### src/rtl/axi4_lite_register_file_if.sv
// rtl/axi4_lite_register_file_if.sv - AXI4-Lite signal bundle between the lite fanout and a register bank
interface axi4_if #(
    parameter int A = 32,
    parameter int I = 1
);
    logic [I-1:0]  awid;
    logic [A-1:0]  awaddr;
    logic          awvalid;
    logic          awready;
    logic [31:0]   wdata;
    logic [3:0]    wstrb;
    logic          wvalid;
    logic          wready;
    logic [I-1:0]  bid;
    logic [1:0]    bresp;
    logic          bvalid;
    logic          bready;
    logic [I-1:0]  arid;
    logic [A-1:0]  araddr;
    logic          arvalid;
    logic          arready;
    logic [I-1:0]  rid;
    logic [31:0]   rdata;
    logic [1:0]    rresp;
    logic          rlast;
    logic          rvalid;
    logic          rready;

    modport slave (
        input  awid, awaddr, awvalid, output awready,
        input  wdata, wstrb, wvalid,  output wready,
        output bid, bresp, bvalid,    input  bready,
        input  arid, araddr, arvalid, output arready,
        output rid, rdata, rresp, rlast, rvalid, input rready
    );

    modport master (
        output awid, awaddr, awvalid, input  awready,
        output wdata, wstrb, wvalid,  input  wready,
        input  bid, bresp, bvalid,    output bready,
        output arid, araddr, arvalid, input  arready,
        input  rid, rdata, rresp, rlast, rvalid, output rready
    );
endinterface

### src/rtl/axi4_lite_register_file.sv
// rtl/axi4_lite_register_file.sv - AXI4-Lite slave with N control registers and N read-only status words
module axi4_lite_register_file #(
    parameter int          A   = 32,
    parameter int          N   = 8,
    parameter int          I   = 1,
    parameter logic [31:0] RST = 32'h0
) (
    input  logic                aclk,
    input  logic                areset,
    axi4_if.slave               axi4_s,
    output logic [N-1:0][31:0]  ctrl_q,
    output logic [N-1:0]        ctrl_wr,
    input  logic [N-1:0][31:0]  status_d
);
    localparam logic [1:0] RESP_OKAY   = 2'b00;
    localparam logic [1:0] RESP_SLVERR = 2'b10;

    logic [N-1:0][31:0] ctrl_d;
    logic [N-1:0]       ctrl_wr_q, ctrl_wr_d;

    logic               aw_held_q, aw_held_d;
    logic               w_held_q, w_held_d;
    logic [A-1:0]       awaddr_q, awaddr_d;
    logic [31:0]        wdata_q, wdata_d;
    logic [3:0]         wstrb_q, wstrb_d;
    logic               awready_q, awready_d;
    logic               wready_q, wready_d;
    logic               bvalid_q, bvalid_d;
    logic [1:0]         bresp_q, bresp_d;

    logic               arready_q, arready_d;
    logic               rvalid_q, rvalid_d;
    logic [31:0]        rdata_q, rdata_d;
    logic [1:0]         rresp_q, rresp_d;

    logic [63:0]        widx, ridx;

    // Word index; the byte offset bits never take part in decoding.
    assign widx = 64'(awaddr_q[A-1:2]);
    assign ridx = 64'(axi4_s.araddr[A-1:2]);

    always_comb begin
        aw_held_d = aw_held_q;
        w_held_d  = w_held_q;
        awaddr_d  = awaddr_q;
        wdata_d   = wdata_q;
        wstrb_d   = wstrb_q;
        bvalid_d  = bvalid_q;
        bresp_d   = bresp_q;
        ctrl_d    = ctrl_q;
        ctrl_wr_d = '0;

        if (bvalid_q && axi4_s.bready)
            bvalid_d = 1'b0;
        if (axi4_s.awvalid && awready_q) begin
            aw_held_d = 1'b1;
            awaddr_d  = axi4_s.awaddr;
        end
        if (axi4_s.wvalid && wready_q) begin
            w_held_d = 1'b1;
            wdata_d  = axi4_s.wdata;
            wstrb_d  = axi4_s.wstrb;
        end

        if (aw_held_q && w_held_q) begin
            aw_held_d = 1'b0;
            w_held_d  = 1'b0;
            bvalid_d  = 1'b1;
            bresp_d   = (widx < 64'(N)) ? RESP_OKAY : RESP_SLVERR;
            for (int k = 0; k < N; k++) begin
                if (widx == 64'(k)) begin
                    for (int b = 0; b < 4; b++) begin
                        if (wstrb_q[b])
                            ctrl_d[k][8*b +: 8] = wdata_q[8*b +: 8];
                    end
                    ctrl_wr_d[k] = 1'b1;
                end
            end
        end

        // Readies are registered images of the next-cycle acceptance condition.
        awready_d = !aw_held_d && !bvalid_d;
        wready_d  = !w_held_d && !bvalid_d;
    end

    always_comb begin
        rvalid_d = rvalid_q;
        rdata_d  = rdata_q;
        rresp_d  = rresp_q;

        if (rvalid_q && axi4_s.rready)
            rvalid_d = 1'b0;

        if (axi4_s.arvalid && arready_q) begin
            rvalid_d = 1'b1;
            rdata_d  = '0;
            rresp_d  = RESP_OKAY;
            if (ridx < 64'(N)) begin
                for (int k = 0; k < N; k++) begin
                    if (ridx == 64'(k))
                        rdata_d = ctrl_q[k];
                end
            end else if (ridx < 64'(2 * N)) begin
                for (int k = 0; k < N; k++) begin
                    if (ridx == 64'(N + k))
                        rdata_d = status_d[k];
                end
            end else begin
                rresp_d = RESP_SLVERR;
            end
        end

        arready_d = !rvalid_d;
    end

    always_ff @(posedge aclk) begin
        if (areset) begin
            ctrl_q    <= {N{RST}};
            ctrl_wr_q <= '0;
            aw_held_q <= 1'b0;
            w_held_q  <= 1'b0;
            awaddr_q  <= '0;
            wdata_q   <= '0;
            wstrb_q   <= '0;
            awready_q <= 1'b0;
            wready_q  <= 1'b0;
            bvalid_q  <= 1'b0;
            bresp_q   <= RESP_OKAY;
            arready_q <= 1'b0;
            rvalid_q  <= 1'b0;
            rdata_q   <= '0;
            rresp_q   <= RESP_OKAY;
        end else begin
            ctrl_q    <= ctrl_d;
            ctrl_wr_q <= ctrl_wr_d;
            aw_held_q <= aw_held_d;
            w_held_q  <= w_held_d;
            awaddr_q  <= awaddr_d;
            wdata_q   <= wdata_d;
            wstrb_q   <= wstrb_d;
            awready_q <= awready_d;
            wready_q  <= wready_d;
            bvalid_q  <= bvalid_d;
            bresp_q   <= bresp_d;
            arready_q <= arready_d;
            rvalid_q  <= rvalid_d;
            rdata_q   <= rdata_d;
            rresp_q   <= rresp_d;
        end
    end

    assign ctrl_wr        = ctrl_wr_q;
    assign axi4_s.awready = awready_q;
    assign axi4_s.wready  = wready_q;
    assign axi4_s.bvalid  = bvalid_q;
    assign axi4_s.bresp   = bresp_q;
    assign axi4_s.bid     = '0;
    assign axi4_s.arready = arready_q;
    assign axi4_s.rvalid  = rvalid_q;
    assign axi4_s.rdata   = rdata_q;
    assign axi4_s.rresp   = rresp_q;
    assign axi4_s.rid     = '0;
    assign axi4_s.rlast   = 1'b1;

    logic unused_ok;
    assign unused_ok = ^{axi4_s.awid, axi4_s.arid, awaddr_q[1:0], axi4_s.araddr[1:0]};
endmodule

### src/flat_wrapper.sv
// flat-port wrapper written by rule: the top's interface ports become plain ports
module axi4_lite_register_file_flat 
#(
    parameter int          A   = 32,
    parameter int          N   = 8,
    parameter int          I   = 1,
    parameter logic [31:0] RST = 32'h0
)
  (aclk, areset, ctrl_q, ctrl_wr, status_d, axi4_s_awid, axi4_s_awaddr, axi4_s_awvalid, axi4_s_awready, axi4_s_wdata, axi4_s_wstrb, axi4_s_wvalid, axi4_s_wready, axi4_s_bid, axi4_s_bresp, axi4_s_bvalid, axi4_s_bready, axi4_s_arid, axi4_s_araddr, axi4_s_arvalid, axi4_s_arready, axi4_s_rid, axi4_s_rdata, axi4_s_rresp, axi4_s_rlast, axi4_s_rvalid, axi4_s_rready);
  axi4_if #(.A(A), .I(I)) axi4_s_i ();
  input  logic aclk;
  input  logic areset;
  output logic [N-1:0][31:0] ctrl_q;
  output logic [N-1:0] ctrl_wr;
  input  logic [N-1:0][31:0] status_d;
  input wire logic [$bits(axi4_s_i.awid)-1:0] axi4_s_awid;
  input wire logic [$bits(axi4_s_i.awaddr)-1:0] axi4_s_awaddr;
  input wire logic [$bits(axi4_s_i.awvalid)-1:0] axi4_s_awvalid;
  output wire logic [$bits(axi4_s_i.awready)-1:0] axi4_s_awready;
  input wire logic [$bits(axi4_s_i.wdata)-1:0] axi4_s_wdata;
  input wire logic [$bits(axi4_s_i.wstrb)-1:0] axi4_s_wstrb;
  input wire logic [$bits(axi4_s_i.wvalid)-1:0] axi4_s_wvalid;
  output wire logic [$bits(axi4_s_i.wready)-1:0] axi4_s_wready;
  output wire logic [$bits(axi4_s_i.bid)-1:0] axi4_s_bid;
  output wire logic [$bits(axi4_s_i.bresp)-1:0] axi4_s_bresp;
  output wire logic [$bits(axi4_s_i.bvalid)-1:0] axi4_s_bvalid;
  input wire logic [$bits(axi4_s_i.bready)-1:0] axi4_s_bready;
  input wire logic [$bits(axi4_s_i.arid)-1:0] axi4_s_arid;
  input wire logic [$bits(axi4_s_i.araddr)-1:0] axi4_s_araddr;
  input wire logic [$bits(axi4_s_i.arvalid)-1:0] axi4_s_arvalid;
  output wire logic [$bits(axi4_s_i.arready)-1:0] axi4_s_arready;
  output wire logic [$bits(axi4_s_i.rid)-1:0] axi4_s_rid;
  output wire logic [$bits(axi4_s_i.rdata)-1:0] axi4_s_rdata;
  output wire logic [$bits(axi4_s_i.rresp)-1:0] axi4_s_rresp;
  output wire logic [$bits(axi4_s_i.rlast)-1:0] axi4_s_rlast;
  output wire logic [$bits(axi4_s_i.rvalid)-1:0] axi4_s_rvalid;
  input wire logic [$bits(axi4_s_i.rready)-1:0] axi4_s_rready;
  assign axi4_s_i.awid = axi4_s_awid;
  assign axi4_s_i.awaddr = axi4_s_awaddr;
  assign axi4_s_i.awvalid = axi4_s_awvalid;
  assign axi4_s_awready = axi4_s_i.awready;
  assign axi4_s_i.wdata = axi4_s_wdata;
  assign axi4_s_i.wstrb = axi4_s_wstrb;
  assign axi4_s_i.wvalid = axi4_s_wvalid;
  assign axi4_s_wready = axi4_s_i.wready;
  assign axi4_s_bid = axi4_s_i.bid;
  assign axi4_s_bresp = axi4_s_i.bresp;
  assign axi4_s_bvalid = axi4_s_i.bvalid;
  assign axi4_s_i.bready = axi4_s_bready;
  assign axi4_s_i.arid = axi4_s_arid;
  assign axi4_s_i.araddr = axi4_s_araddr;
  assign axi4_s_i.arvalid = axi4_s_arvalid;
  assign axi4_s_arready = axi4_s_i.arready;
  assign axi4_s_rid = axi4_s_i.rid;
  assign axi4_s_rdata = axi4_s_i.rdata;
  assign axi4_s_rresp = axi4_s_i.rresp;
  assign axi4_s_rlast = axi4_s_i.rlast;
  assign axi4_s_rvalid = axi4_s_i.rvalid;
  assign axi4_s_i.rready = axi4_s_rready;
  axi4_lite_register_file #(.A(A), .N(N), .I(I), .RST(RST)) u_core (.aclk(aclk), .areset(areset), .axi4_s(axi4_s_i), .ctrl_q(ctrl_q), .ctrl_wr(ctrl_wr), .status_d(status_d));
endmodule
### config.mk
export PLATFORM = sky130hd
export DESIGN_NAME = axi4_lite_register_file_flat
export DESIGN_NICKNAME = d
export VERILOG_FILES = /design/src/rtl/axi4_lite_register_file_if.sv /design/src/rtl/axi4_lite_register_file.sv /design/src/flat_wrapper.sv
export SDC_FILE = /design/constraint.sdc
export NUM_CORES = 1
export LEC_CHECK = 0
export CAP_MARGIN = 10
export CORE_AREA = 2 2 263 265
export CTS_BUF_LIST = sky130_fd_sc_hd__clkbuf_16
export DETAILED_ROUTE_END_ITERATION = 8
export DIE_AREA = 0 0 265 267
export GPL_TIMING_DRIVEN = 1
export SYNTH_ARGS = -nofsm -noshare
export SYNTH_HDL_FRONTEND = slang
export SYNTH_SLANG_ARGS = --single-unit
### constraint.sdc
create_clock -name aclk -period 5.6 [get_ports aclk]
set_input_delay 0.56 -clock aclk [delete_from_list [all_inputs] [get_ports aclk]]
set_output_delay 0.56 -clock aclk [all_outputs]
set_load 0.01 [all_outputs]
**After elaboration in Yosys (flattened, before gate mapping)**

Index checks and enable logic that the tools add are counted.

- Flip-flop bits (word level): 375
- Latch bits: 0
- Bits in writable memories: 0
- Bits in read-only memories: 0
- Input port bits: 365
- Output and inout bits: 308
- Memories kept: 0

- Add/sub/neg operators: 0
- Multiply operators: 0
- Divide/modulo/power cells: 0
- Order comparisons: 3
- Eq/ne operators: 22
- Shift-type cells: 0
- Muxes and demuxes: 37
- Bitwise logic cells: 1
- Reductions and logical operators: 47

Operators with widths:

| cell | number |
|---|---|
| $mux 32 | 18 |
| $eq 30x3->1 const B | 8 |
| $eq 30x4->1 const B | 8 |
| $logic_not 64->1 | 2 |
| $eq 30x2->1 const B | 4 |
| $reduce_and 3->1 | 32 |
| $eq 30x1->1 const B | 2 |
| $lt 30x4->1 const B | 2 |
| $lt 30x5->1 const B | 1 |
| $mux 1 | 16 |
| $logic_and 1x1->1 | 8 |
| $mux 2 | 3 |
| $logic_not 1->1 | 4 |
| $reduce_or 2->1 | 1 |
| $not 1->1 | 1 |

**Depth between registers and ports, before layout**

Gate-level depths: netlist of run 1.

- Depth after elaboration: 11
- Mapped depth: 10
- Mapped depth without buffers: 6

**Worst setup path before layout of run 1**

No wires, ideal clock.

- Path kind: input-to-reg
- Start point: input axi4_s_araddr[2]
- End point: register u_core.rdata_q[14] (netlist: u_core.axi4_s.rdata[14])
- Library setup time: 0.120 ns
- Arrival: 2.360 ns
- Required time: 5.480 ns
- Setup slack: 3.120 ns
- Cell stages on the path: 7
- Path buffers: 3
- Cells stage by stage: buf_2 > buf_2 > buf_2 > mux4_2 > a222oi_1 > a211oi_1 > a211o_1

- Longest elaborated chain between the ends: 11
- Elaborated cells on any way between the ends: 36
- Classes of those cells: order compare: 2; eq/ne: 15; mux: 18; reduce/logical: 1

Ends and longest elaborated chain:

| what | RTL line | text |
|---|---|---|
| start, declared | flat_wrapper.sv:29 | `input wire logic [$bits(axi4_s_i.araddr)-1:0] axi4_s_araddr;` |
| $eq 30x4->1 | axi4_lite_register_file.sv:105 | `if (ridx == 64'(N + k))` |
| $mux 32 (8 in series) | axi4_lite_register_file.sv:105 |  |
| $mux 32 | axi4_lite_register_file.sv:103 | `end else if (ridx < 64'(2 * N)) begin` |
| $mux 32 * | axi4_lite_register_file.sv:98 | `if (ridx < 64'(N)) begin` |
| end signal, assigned | axi4_lite_register_file.sv:147 | `rdata_q <= rdata_d;` |
| end, declared | axi4_lite_register_file.sv:33 | `logic [31:0] rdata_q, rdata_d;` |

Every way passes the cells marked *; elsewhere a longest branch is shown, timed or not.
A chain may end at the register's enable or synchronous reset.

**Worst setup path after layout of run 1**

- Start point: input axi4_s_araddr[7]
- End point: register u_core.rdata_q[5] (netlist: u_core.axi4_s.rdata[5])

The elaborated chain is that of the path after synthesis.

==> flow_summary.json, run 1 <==
{
  "ys_async_sr_fraction_pct": 0,
  "start_util_pct": 26.3,
  "hold_path_class": "reg -> reg",
  "worstMarginPinSlew_ps": 1210,
  "pin_count": 673,
  "holdPathEnd": "u_core.awaddr_q[12]$_SDFFE_PP0P_",
  "min_path_cells": 2,
  "arrival_ps": 4180,
  "ys_ff_latch": 371,
  "layout_min_cycle_time_ps": 3690,
  "grtUsageTotal_pct": 28.5,
  "finalCritPeriodShare_pct": 65.8,
  "cts_tree": "built",
  "grt_max_degree": 108,
  "yosysMostFrequentCell": "nand2_1",
  "wl_per_cell_um": 28.8,
  "setup_tns_ps": 0,
  "rr_startpoint": "u_core.awaddr_q[23]$_SDFFE_PP0P_",
  "final_hold_viol_count": 0,
  "coreArea_um2": 68000,
  "p_leak_nw": 8.40,
  "critPathRequiredTime_ps": 6090,
  "r2r-end": "u_core.ctrl_q[181]$_SDFFE_PP0P_",
  "yosys_warnings": 0,
  "area_delta_synth_final_pct": 48.1,
  "grt_overflow_total": 0,
  "cp_max_fo": 24,
  "htree_levels": 2,
  "drv_cap": 0,
  "clockBufferDepth": 3,
  "crit_path_start_kind": "primary input",
  "root_buffer": "clkbuf_16",
  "fin_nets": 3125,
  "final-max-slew-violation-count": 0,
  "drt_pass1_iterations": 7,
  "yosys.area.top_type": "dfxtp_1",
  "reg2reg_setup_slack_ps": 2160,
  "slew_headroom_pct": 19.2,
  "r2r_cells": 7,
  "worstSetupPathType": "in -> reg",
  "ys_types": 77,
  "io_buffers": 661,
  "fin_skew_ps": 15.3,
  "final_layout_size_suffix_gt1_share_pct": 7.09,
  "synthTopCellsByArea": "dfxtp_1, a21oi_1, nand2_1, nand3_1, mux4_2",
  "syn_avg_cell_area_um2": 8.03,
  "synth-edff-count": 0,
  "cts_resized": 0,
  "grt_pass1_wl_um": 146000,
  "via_per_inst": 5.47,
  "worstSkewPairLatency_ps": 570,
  "outcome": "completed",
  "layoutNonFillerInstCount": 3688,
  "cts_setup_buffers": 0,
  "num_rows": 96,
  "die_w_um": 265,
  "critPathMaxStageDelay_ps": 760,
  "path_clk_slew_ps": 60,
  "power_density_nw_per_um2": 242,
  "rsz0062_at_grt": "false",
  "die_y_um": 267,
  "dr.first_iter.drc_count": 2349,
  "synth_commonest_cells": "nand2_1, dfxtp_1, a21oi_1",
  "dp_hpwl_um": 81100,
  "drc": 0,
  "dp_cells": 3597,
  "grt_pass1_vias": 18900,
  "synth-seq-area-share_pct": 41.5,
  "syn-cell-area_um2": 17900,
  "crit_start": "axi4_s_araddr[7]",
  "final_antenna_net_count": 0,
  "synth_cells": 2228,
  "clock.fmax_mhz": 271,
  "path_cells": "clkdlybuf4s50_1 > nor4_2 > and3_1 > nand2_1 > a31oi_1 > a2111oi_0 > nor3_1",
  "setup_viol_count_final": 0,
  "num_vias": 20200,
  "peakVddDrop_uv": 154,
  "cts_hold_buf": 0,
  "cts-buffers-inserted": 43,
  "cts_sinks": 371,
  "netlist.area_leader.share_pct": 41.5,
  "ys.flop_type": "dfxtp_1",
  "dieArea_um2": 70800,
  "antenna_found_initial": 19,
  "totalWireLength_um": 106000,
  "end_kind": "flip-flop",
  "gp_congestion": 0.964,
  "cp_slowest_cell": "nor4_2",
  "hp-start": "u_core.awaddr_q[12]$_SDFFE_PP0P_"
}
[how the worst max path moves through the flow]
stage | cells past startpoint | slack, ps | end
3_5_place_dp | 7 | 1420 | u_core.axi4_s.rdata[27]$_SDFFE_PP0P_
6_report | 7 | 1910 | u_core.axi4_s.rdata[5]$_SDFFE_PP0P_
4_1_cts | 7 | 2020 | u_core.axi4_s.rdata[27]$_SDFFE_PP0P_
5_1_grt | 7 | 1820 | u_core.axi4_s.rdata[8]$_SDFFE_PP0P_
3_3_place_gp | 7 | 1500 | u_core.axi4_s.rdata[27]$_SDFFE_PP0P_
2_1_floorplan | 7 | 3120 | u_core.axi4_s.rdata[14]$_SDFFE_PP0P_
[metrics by stage]
stage	hold slack, ps	worst slack, ps	power, mW	instance area (um^2)	utilization [%]
6_report	452	1910	6.40	26500	39.0
5_1_grt	471	1820	6.60	26500	38.9
4_1_cts	455	2020	6.45	26500	38.9
3_5_place_dp	446	1420	3.52	25000	36.8
3_3_place_gp	445	1500	3.52	25000	36.8
2_1_floorplan	436	3120	3.07	17900	-
[power breakdown]
part / total [mW] / internal [mW] / switching [mW] / leakage (nW)
clock network: 2.93 / 1.71 / 1.22 / 0.727
logic: 0.727 / 0.354 / 0.373 / 4.67
registers: 2.74 / 2.67 / 0.0731 / 3.00
[registers in the layout (all words and copies together), names as in the netlist]
register and count:
u_core.w_held_q 1, u_core.ctrl_q 256, u_core.axi4_s.awready 1, u_core.awaddr_q 30, u_core.axi4_s.rresp 1, u_core.wstrb_q 4, u_core.axi4_s.arready 1, u_core.axi4_s.wready 1
u_core.axi4_s.rdata 32, u_core.axi4_s.bvalid 1, u_core.ctrl_wr 8, u_core.axi4_s.bresp 1, u_core.aw_held_q 1, u_core.wdata_q 32, u_core.axi4_s.rvalid 1
[worst max-delay path: cells and delay by family]
kind,cells,cell delay [ps]
buffers and inverters,1,570
AND/OR/NAND/NOR,4,2120
AO/OA/AOI/OAI,2,900
[per-layer routing]
layer	GRT usage (%)	routed length [um]	vias to the layer above
li1	-	-	9209
met1	35.9	43200	9795
met2	47.5	50200	1049
met3	6.94	9350	136
met4	9.68	3370	2
met5	0	13	-
[kinds of logic after synthesis]
| kind of cell | share of synthesized area, % |
|---|---|
| AOI/OAI and AO/OA | 22.9 |
| buffers and inverters | 6.25 |
| DFF | 41.5 |
| muxes | 4.86 |
| other | 0.0420 |
| and+or+nand+nor | 24.4 |
[area by class of cell]
cell class | count | area (um^2)
fill | 7006 | 41500
multi-input combinational | 1625 | 9450
sequential | 371 | 7430
timing repair buffer | 711 | 7000
tap | 882 | 1100
clock buffer | 44 | 1100
clock inverter | 34 | 333
antenna | 13 | 32.5
inverter | 8 | 30.0
[placed cells by master (no fill, tap or decap), types with 17 or more instances in the layout]
cell             count
a21oi_1            357
mux2i_1             17
a211oi_1            24
buf_4               50
nand3_1            265
o221ai_1            36
nor3_1              20
clkbuf_16           44
o211ai_1            28
a221oi_1            21
a211o_1             17
o22ai_1             32
a222oi_1            32
mux4_2              27
clkdlybuf4s50_1    656
dfxtp_1            367
nor2_1              57
nor4_1              18
o21ai_0             24
nand2_1            469
Note: power is estimated with default switching activity, not from simulation.
==> run 2: changes to the inputs <==
--- a/config.mk
+++ b/config.mk
@@ -6,10 +6,10 @@
 export NUM_CORES = 1
 export LEC_CHECK = 0
 export CAP_MARGIN = 10
-export CORE_AREA = 2 2 263 265
+export CORE_AREA = 2 2 264 266
 export CTS_BUF_LIST = sky130_fd_sc_hd__clkbuf_16
 export DETAILED_ROUTE_END_ITERATION = 8
-export DIE_AREA = 0 0 265 267
+export DIE_AREA = 0 0 266 268
 export GPL_TIMING_DRIVEN = 1
 export SYNTH_ARGS = -nofsm -noshare
 export SYNTH_HDL_FRONTEND = slang
==> constraint.sdc (replaced) <==
create_clock -name aclk -period 3.6 [get_ports aclk]
set_input_delay 0.36 -clock aclk [delete_from_list [all_inputs] [get_ports aclk]]
set_output_delay 0.36 -clock aclk [all_outputs]
set_load 0.01 [all_outputs]
==> flow_summary.json, run 2 (synthesized netlist as in run 1, its figures left out) <==
{
  "outcome": "completed",
  "arrival_ps": 3310,
  "via_per_inst": 5.48,
  "end_kind": "flip-flop",
  "dr.max_layer_used": "met5",
  "die_w_um": 266,
  "m1WireLength_um": 42900,
  "fillerInstances": 7052,
  "most-common-layout-cells": "clkdlybuf4s50_1, nand2_1, dfxtp_1, a21oi_1, nand3_1",
  "pwr-share-comb_pct": 11.7,
  "multi_input_area_um2": 9450,
  "start_util_pct": 26.2,
  "cts_hold_buf": 0,
  "finalCritPeriodShare_pct": 79.4,
  "clockBufferDepth": 3,
  "slew_headroom_pct": 27.4,
  "antenna_found_initial": 20,
  "met2_length_um": 48500,
  "cp_max_fo": 8,
  "grt_overflow_total": 0,
  "grt_pass1_wl_um": 145000,
  "fin_nets": 3174,
  "grtUsageTotal_pct": 28.1,
  "final_antenna_net_count": 0,
  "worstSetupPathType": "in -> reg",
  "largest_reg_flops": 256,
  "die_y_um": 268,
  "total_power_mw": 9.72,
  "dr.first_iter.drc_count": 2201,
  "cts_setup_buffers": 0,
  "coreArea_um2": 68200,
  "worstMarginPinSlew_ps": 1090,
  "setup_viol_count_final": 0,
  "cts-buffers-inserted": 43,
  "power_frac_seq_pct": 44.0,
  "cts_sinks": 371,
  "final-max-slew-violation-count": 0,
  "switching_share_pct": 26.3,
  "gp_congestion": 0.942,
  "drv_cap": 0,
  "power_density_nw_per_um2": 362,
  "crit_path_start_kind": "primary input",
  "totalWireLength_um": 106000,
  "pin_count": 673,
  "seqCellArea_um2": 7430,
  "grt_max_degree": 170,
  "io_buffers": 661,
  "fin_skew_ps": 17.5,
  "final_layout_size_suffix_gt1_share_pct": 8.63,
  "layout_commonest_cell": "clkdlybuf4s50_1",
  "root_buffer": "clkbuf_16",
  "critPathRequiredTime_ps": 4050,
  "peakVddDrop_uv": 335,
  "wl_per_cell_um": 28.3,
  "dp_hpwl_um": 82100,
  "p_switching_mw": 2.55,
  "p_int_mw": 7.16,
  "hold_path_class": "in -> reg",
  "drt_pass1_iterations": 9,
  "setup_tns_ps": 0,
  "final_hold_viol_count": 0,
  "cts_resized": 0,
  "drc": 0,
  "num_rows": 96,
  "p_leak_nw": 8.62,
  "path_clk_slew_ps": 60,
  "grt_pass1_vias": 19200,
  "rsz0062_at_grt": "false",
  "layout_min_cycle_time_ps": 2860,
  "htree_levels": 2,
  "power_frac_clock_pct": 44.3,
  "worstSkewPairLatency_ps": 580,
  "clock.fmax_mhz": 350,
  "cts_tree": "built",
  "top_register": "u_core.ctrl_q",
  "dieArea_um2": 71300,
  "area_delta_synth_final_pct": 50.1,
  "met3WireLength_um": 9190,
  "num_vias": 20500
}
## run 2: final cells by class
| class | instances | area share [%] |
|---|---|---|
| clock buffer | 44 | 4.10 |
| clock inverter | 32 | 0.913 |
| inverter | 8 | 0.112 |
| multi-input combinational | 1625 | 35.2 |
| tap | 882 | 4.11 |
| sequential | 371 | 27.7 |
| timing repair buffer | 760 | 27.8 |
| antenna | 15 | 0.140 |
## run 2: path summary, 6_finish.rpt
kind / slack [ps] / end / cells past startpoint / start
min: 180 / u_core.ctrl_q[210]$_SDFFE_PP0P_ / 2 / areset
min reg2reg: 450 / u_core.awaddr_q[28]$_SDFFE_PP0P_ / 2 / u_core.awaddr_q[28]$_SDFFE_PP0P_
max reg2reg: 820 / u_core.ctrl_q[131]$_SDFFE_PP0P_ / 7 / u_core.awaddr_q[8]$_SDFFE_PP0P_
max: 740 / u_core.axi4_s.rdata[19]$_SDFFE_PP0P_ / 8 / axi4_s_araddr[15]
## run 2: worst max-delay path, cell delays in order
cell and delay [ps]:
clkdlybuf4s50_1 410, nor4_2 550, buf_4 240, nand3_2 210, or4_1 820, o221ai_1 270
a21oi_1 150, a211o_1 290
## run 2: power groups by stage
stage               combinational (mW)  sequential, mW  clock, mW
floorplan                        0.502            4.27          0
global placement                  1.13            4.36          0
detailed placement                1.13            4.36          0
CTS                               1.14            4.27       4.37
global route                      1.20            4.27       4.53
finish                            1.14            4.27       4.30
## run 2: layer usage
layer | vias up | GRT usage (%)
met2 | 1050 | 45.0
met5 | - | 0
met1 | 9945 | 35.6
met3 | 184 | 6.60
met4 | 4 | 13.7
li1 | 9310 | -
## run 2: stage by stage
step / utilization, % / area (um^2) / worst slack (ps) / cells / hold slack, ps
3_3_place_gp: 37.3 / 25500 / 68.1 / 3646 / 445
2_1_floorplan: - / 17900 / 1320 / 2231 / 436
3_5_place_dp: 37.3 / 25500 / 87.0 / 3646 / 448
4_1_cts: 39.3 / 26800 / 693 / 3722 / 148
5_1_grt: 39.4 / 26800 / 641 / 3736 / 168
6_report: 39.4 / 26800 / 742 / 3737 / 183
==> patch 1, RTL diff (config.mk and constraints of run 2) <==
`N` is set to 8 in 2 places; all go to 9.
--- a/src/rtl/axi4_lite_register_file.sv
+++ b/src/rtl/axi4_lite_register_file.sv
@@ -2,5 +2,5 @@
 module axi4_lite_register_file #(
     parameter int          A   = 32,
-    parameter int          N   = 8,
+    parameter int          N   = 9,
     parameter int          I   = 1,
     parameter logic [31:0] RST = 32'h0
--- a/src/flat_wrapper.sv
+++ b/src/flat_wrapper.sv
@@ -3,5 +3,5 @@
 #(
     parameter int          A   = 32,
-    parameter int          N   = 8,
+    parameter int          N   = 9,
     parameter int          I   = 1,
     parameter logic [31:0] RST = 32'h0
Ports: changed (resized ctrl_q, ctrl_wr and status_d); port bits go from 673 to 738. The function was not compared with the original's and may differ.
==> patch 1 against run 2 <==
Sequential cell count rose by 33; final area grew 9.5%; cell count is 11% higher; total power up 7.8%; wire length grew 14%; largest power group unchanged; area after synthesis grew 8.5%; sequential share of layout area is 0.16 points lower; worst setup slack worse by 0.0017 ns.
==> patch 1: results (changes against run 2) <==
setup_path:
  r2r_slack_ns: 0.74  # -0.08 ns
  rr_worst_depth: 9  # +2
  crit_fanout: 13  # +5
  r2r_start: "u_core.awaddr_q[31]"
  regToRegEndpoint: "u_core.ctrl_q[198]"
power:
  internal_power_uw: 7770  # +8.5%
  p_leak_uw: 0.00964  # +12%
  vdd_drop_max_v: 0.000343  # +2.4%
drt:
  first_pass_iters: 6  # -3
  finalWirelength_mm: 121  # +14%
  route.vias.total: 22964  # +12%
  drc_errors: 0  # unchanged
  dr.first_iter.drc_count: 2605  # +18%
synthesis:
  synthTopCellsByArea: "dfxtp_1, nand2_1, a21oi_1"
  yosysSeqAreaShare_pct: 41.7  # +0.17 points
  yosysWarnings: 0  # unchanged
  postSynth.asyncResetShare_pct: 0  # unchanged
  ys_types: 73  # -5.2%
  synth_common_cells: "nand2_1, a21oi_1, dfxtp_1"
  synthFlopType: "dfxtp_1"
outcome:
  status: "finished, final reports clean"
cts:
  insertion_delay_ns: 0.59
  cts_setup_buffers: 0  # unchanged
  root_buffer: "clkbuf_16"
  cts_buffers: 48  # +12%
  cts.htree.levels: 2  # unchanged
  cts_buffer_depth: 3  # unchanged
layout:
  layout-drive-gt1-share_pct: 8.23  # -0.39 points
  largest_reg_flops: 288  # +13%
  top_register: "u_core.ctrl_q"
  layout.nets: 3578  # +13%
global_route:
  antenna_found_initial: 45  # +130%
  grt_pass1_wl_mm: 165  # +14%
  grt_max_degree: 138  # -19%
  gr-usage-all-layers_pct: 32.2  # +4.1 points
  first_global_vias: 21437  # +12%
placement:
  gp_congestion: 0.985  # +4.6%
  port-buffer-count: 726  # +9.8%
  dp_hpwl_mm: 96.0  # +17%
  post_dp_cell_area_um2: 27800  # +9.2%
worst_hold_path:
  worstHoldPathCells: 2  # unchanged
  hold_start: "areset"
  hold_end: "u_core.axi4_s.rvalid"
  hold_path_class: "in -> reg"
flow_run:
  cap_viol_max_count: 0  # unchanged
sta:
  clock_skew_ns: 0.0213  # +0.00382 ns
  tightest_slew_ns: 0.992  # -0.0943 ns
## patch 1: final cells by class
class / count / area, µm²
Fill cell: 6954 / 38800
Multi-Input combinational cell: 1875 / 10300
Timing Repair Buffer: 847 / 8260
Sequential cell: 404 / 8090
Clock buffer: 48 / 1200
Tap cell: 882 / 1100
Clock inverter: 40 / 312
Antenna cell: 32 / 80.1
Inverter: 5 / 18.8
## patch 1: logic make-up after synthesis
logic type / Yosys count / share of synthesized area, %
other: 2 / 0.0387
AND/OR/NAND/NOR: 1079 / 24.8
buffers and inverters: 253 / 5.41
flip-flops: 404 / 41.7
AO/OA/AOI/OAI: 731 / 23.0
multiplexers: 60 / 5.04
## patch 1: worst max-delay path by stage
stage | from | cells after the start | slack, ns | to
6_report | u_core.awaddr_q[31] | 9 | 0.74 | u_core.ctrl_q[198]
5_1_grt | u_core.awaddr_q[31] | 9 | 0.56 | u_core.ctrl_q[198]
4_1_cts | u_core.awaddr_q[31] | 9 | 0.65 | u_core.ctrl_q[198]
3_5_place_dp | axi4_s_araddr[7] | 8 | 0.15 | u_core.axi4_s.rdata[13]
3_3_place_gp | axi4_s_araddr[7] | 8 | 0.20 | u_core.axi4_s.rdata[13]
2_1_floorplan | axi4_s_araddr[22] | 8 | 1.23 | u_core.axi4_s.rdata[22]
## patch 1: power groups by stage
stage	Combinational [µW]	Sequential, µW	Clock [µW]
global route	1150	4660	4970
detailed placement	1080	4750	0
global placement	1080	4750	0
floorplan	412	4660	0
CTS	1090	4650	4800
finish	1090	4660	4720
## patch 1: routing by layer
metal / up-vias / GRT usage [%] / routed length, µm
li1: 10342 / - / -
met1: 11108 / 38.5 / 46700
met2: 1224 / 51.9 / 55800
met3: 274 / 9.27 / 11000
met4: 16 / 18.6 / 7260
met5: - / 0 / 102
## patch 1: worst max-delay path: stages (launching register included)
cell     delay (ns)
dfxtp_1        0.31
nor4_1         0.59
nand4_1        0.16
nor2_1         0.16
buf_4          0.18
and4b_1        0.55
buf_4          0.28
nand2_1        0.23
nand2_1        0.17
a21oi_1        0.07
## patch 1: stage by stage
stage                     worst slack, ns  hold WS, ns  power (µW)  cells
after detailed placement            0.149        0.448        5830   4013
after floorplan                      1.23        0.436        5080   2532
after CTS                           0.647        0.262       10500   4101
after global routing                0.565        0.310       10800   4130
after global placement              0.199        0.443        5830   4013
final                               0.740        0.313       10500   4133
==> patch 2, RTL diff (settings of run 2) <==
Made on the original files. Make the reset (`areset`) asynchronous in one clocked block.
--- a/src/rtl/axi4_lite_register_file.sv
+++ b/src/rtl/axi4_lite_register_file.sv
@@ -114,5 +114,5 @@
     end
 
-    always_ff @(posedge aclk) begin
+    always_ff @(posedge aclk or posedge areset) begin
         if (areset) begin
             ctrl_q    <= {N{RST}};
Behaviour: differs if areset is asserted again (counterexample within 4 cycles, from zero or initial values and one cycle with areset high); with areset held inactive, the same outputs for 4 cycles.
==> patch 2 against run 2 <==
Wire length fell by 8.9%; sequential cell count stayed put; non-clock buffer count is 5 lower; clock power down 6.3%; worst setup slack got worse by 0.37 ns; final area is 4.3% higher; highest routed layer unchanged; total power increased by 13%; area after synthesis increased by 3.4%; largest cell class is now registers.
==> patch 2: results (changes against run 2) <==
outcome:
  status: "finished, final reports clean"
synthesis:
  synth_compound_area_share_pct: 11.7  # -11 points
  synthFlopType: "dfrtp_1"
  synth_cells: 1453  # -35%
  synthTopCellsByArea: "dfrtp_1, mux2_2, mux4_2"
  synth_common_cells: "dfrtp_1, mux2_2, nand2_1"
  yosysSeqAreaShare_pct: 50.2  # +8.7 points
  synth_mux_area_share_pct: 27.9  # +23 points
  ys_types: 69  # -10%
  postSynth.asyncResetShare_pct: 100  # +100 points
drt:
  first_pass_iters: 5  # -4
  dr.first_iter.drc_count: 1336  # -39%
  viasPerCell: 5.31  # -3.2%
  finalWirelength_mm: 96.2  # -8.9%
cts:
  cts_buffers: 42  # -2.3%
  insertion_delay_ns: 0.56  # -0.02 ns
sta:
  tightest_slew_ns: 0.850  # -0.236 ns
power:
  p_leak_uw: 0.0119  # +38%
  vdd_drop_max_v: 0.000313  # -6.6%
layout:
  layout.nets: 2523  # -21%
  fill_cells: 6514  # -7.6%
  fin_cells: 3089  # -17%
  layout-drive-gt1-share_pct: 27.7  # +19 points
placement:
  dp.cells: 2996  # -18%
  dp_hpwl_mm: 75.8  # -7.6%
  gp_congestion: 0.910  # -3.4%
  post_dp_cell_area_um2: 26700  # +4.8%
global_route:
  grt_pass1_wl_mm: 132  # -8.8%
  grt_max_degree: 82  # -52%
  first_global_vias: 17198  # -10%
worst_hold_path:
  hold_path_class: "in -> async"
## patch 2: cell count changes in the layout (fill, tap and decap cells not counted), moves of 15 or more
cell | before | now
nand2_1 | 469 | 69
dfrtp_1 | 0 | 371
dfxtp_1 | 367 | 0
mux2_2 | 8 | 346
a21oi_1 | 357 | 20
nand3_1 | 265 | 9
o21ai_0 | 24 | 55
a222oi_1 | 32 | 3
o221ai_1 | 36 | 14
a211o_1 | 17 | 1
a211oi_1 | 24 | 8
mux2i_1 | 17 | 32
mux4_2 | 27 | 42
## patch 2: cell type report
type | instances | area (µm²) | share of cell area [%]
flip-flops and latches | 371 | 9280 | 33.1
multi-input cells | 977 | 8820 | 31.5
repair buffers | 755 | 7440 | 26.6
well taps | 882 | 1100 | 3.94
clock buffers | 43 | 1080 | 3.84
clock inverters | 33 | 194 | 0.692
inverters | 11 | 45.0 | 0.161
diodes | 17 | 42.5 | 0.152
## patch 2: where the power goes
part	leakage [µW]	total, µW	internal (µW)	switching, µW
Combinational	0.00627	1680	975	702
Sequential	0.00501	5270	4590	680
Clock	0.000656	4030	2250	1780
## patch 2: path summary, 6_finish.rpt
check | cells past startpoint | slack, ns | start | end
min | 2 | 0.31 | areset | u_core.awaddr_q[25]
max | 6 | 0.37 | u_core.awaddr_q[15] | u_core.ctrl_q[224]
min reg2reg | 1 | 0.49 | u_core.axi4_s.awready | u_core.axi4_s.awready
max reg2reg | 6 | 0.37 | u_core.awaddr_q[15] | u_core.ctrl_q[224]
max in group asynchronous | 4 | 2.32 | areset | u_core.axi4_s.rdata[12]
min in group aclk | 2 | 0.40 | axi4_s_awvalid | u_core.axi4_s.awready
## patch 2: critical path: stages, from the launching register on
cell and delay (ns):
dfrtp_1 0.38, nor4_1 0.41, nand4_1 0.24, nor3_1 0.43, and3_1 0.65, nand2_1 0.55, mux2_2 0.43
## patch 2: logic make-up after synthesis
group	count (synthesis)
DFF	371
muxes	420
other	2
AOI/OAI and AO/OA	287
and+or+nand+nor	265
buffers and inverters	108
## patch 2: layer usage
metal	vias up	wire length (µm)	GRT usage, %
met4	6	3110	9.34
met3	150	8210	7.28
met2	828	46700	44.2
met5	-	36	0
li1	7024	-	-
met1	8391	38100	32.0
## patch 2: per-stage QoR
step / hold slack, ns / setup TNS, ns / worst slack [ns]
after CTS: 0.308 / 0 / 0.449
after detailed placement: 0.473 / 0 / 0.131
final: 0.309 / 0 / 0.368
after global placement: 0.470 / 0 / 0.127
after global routing: 0.352 / 0 / 0.248
after floorplan: 0.457 / -645.59 / -1.74
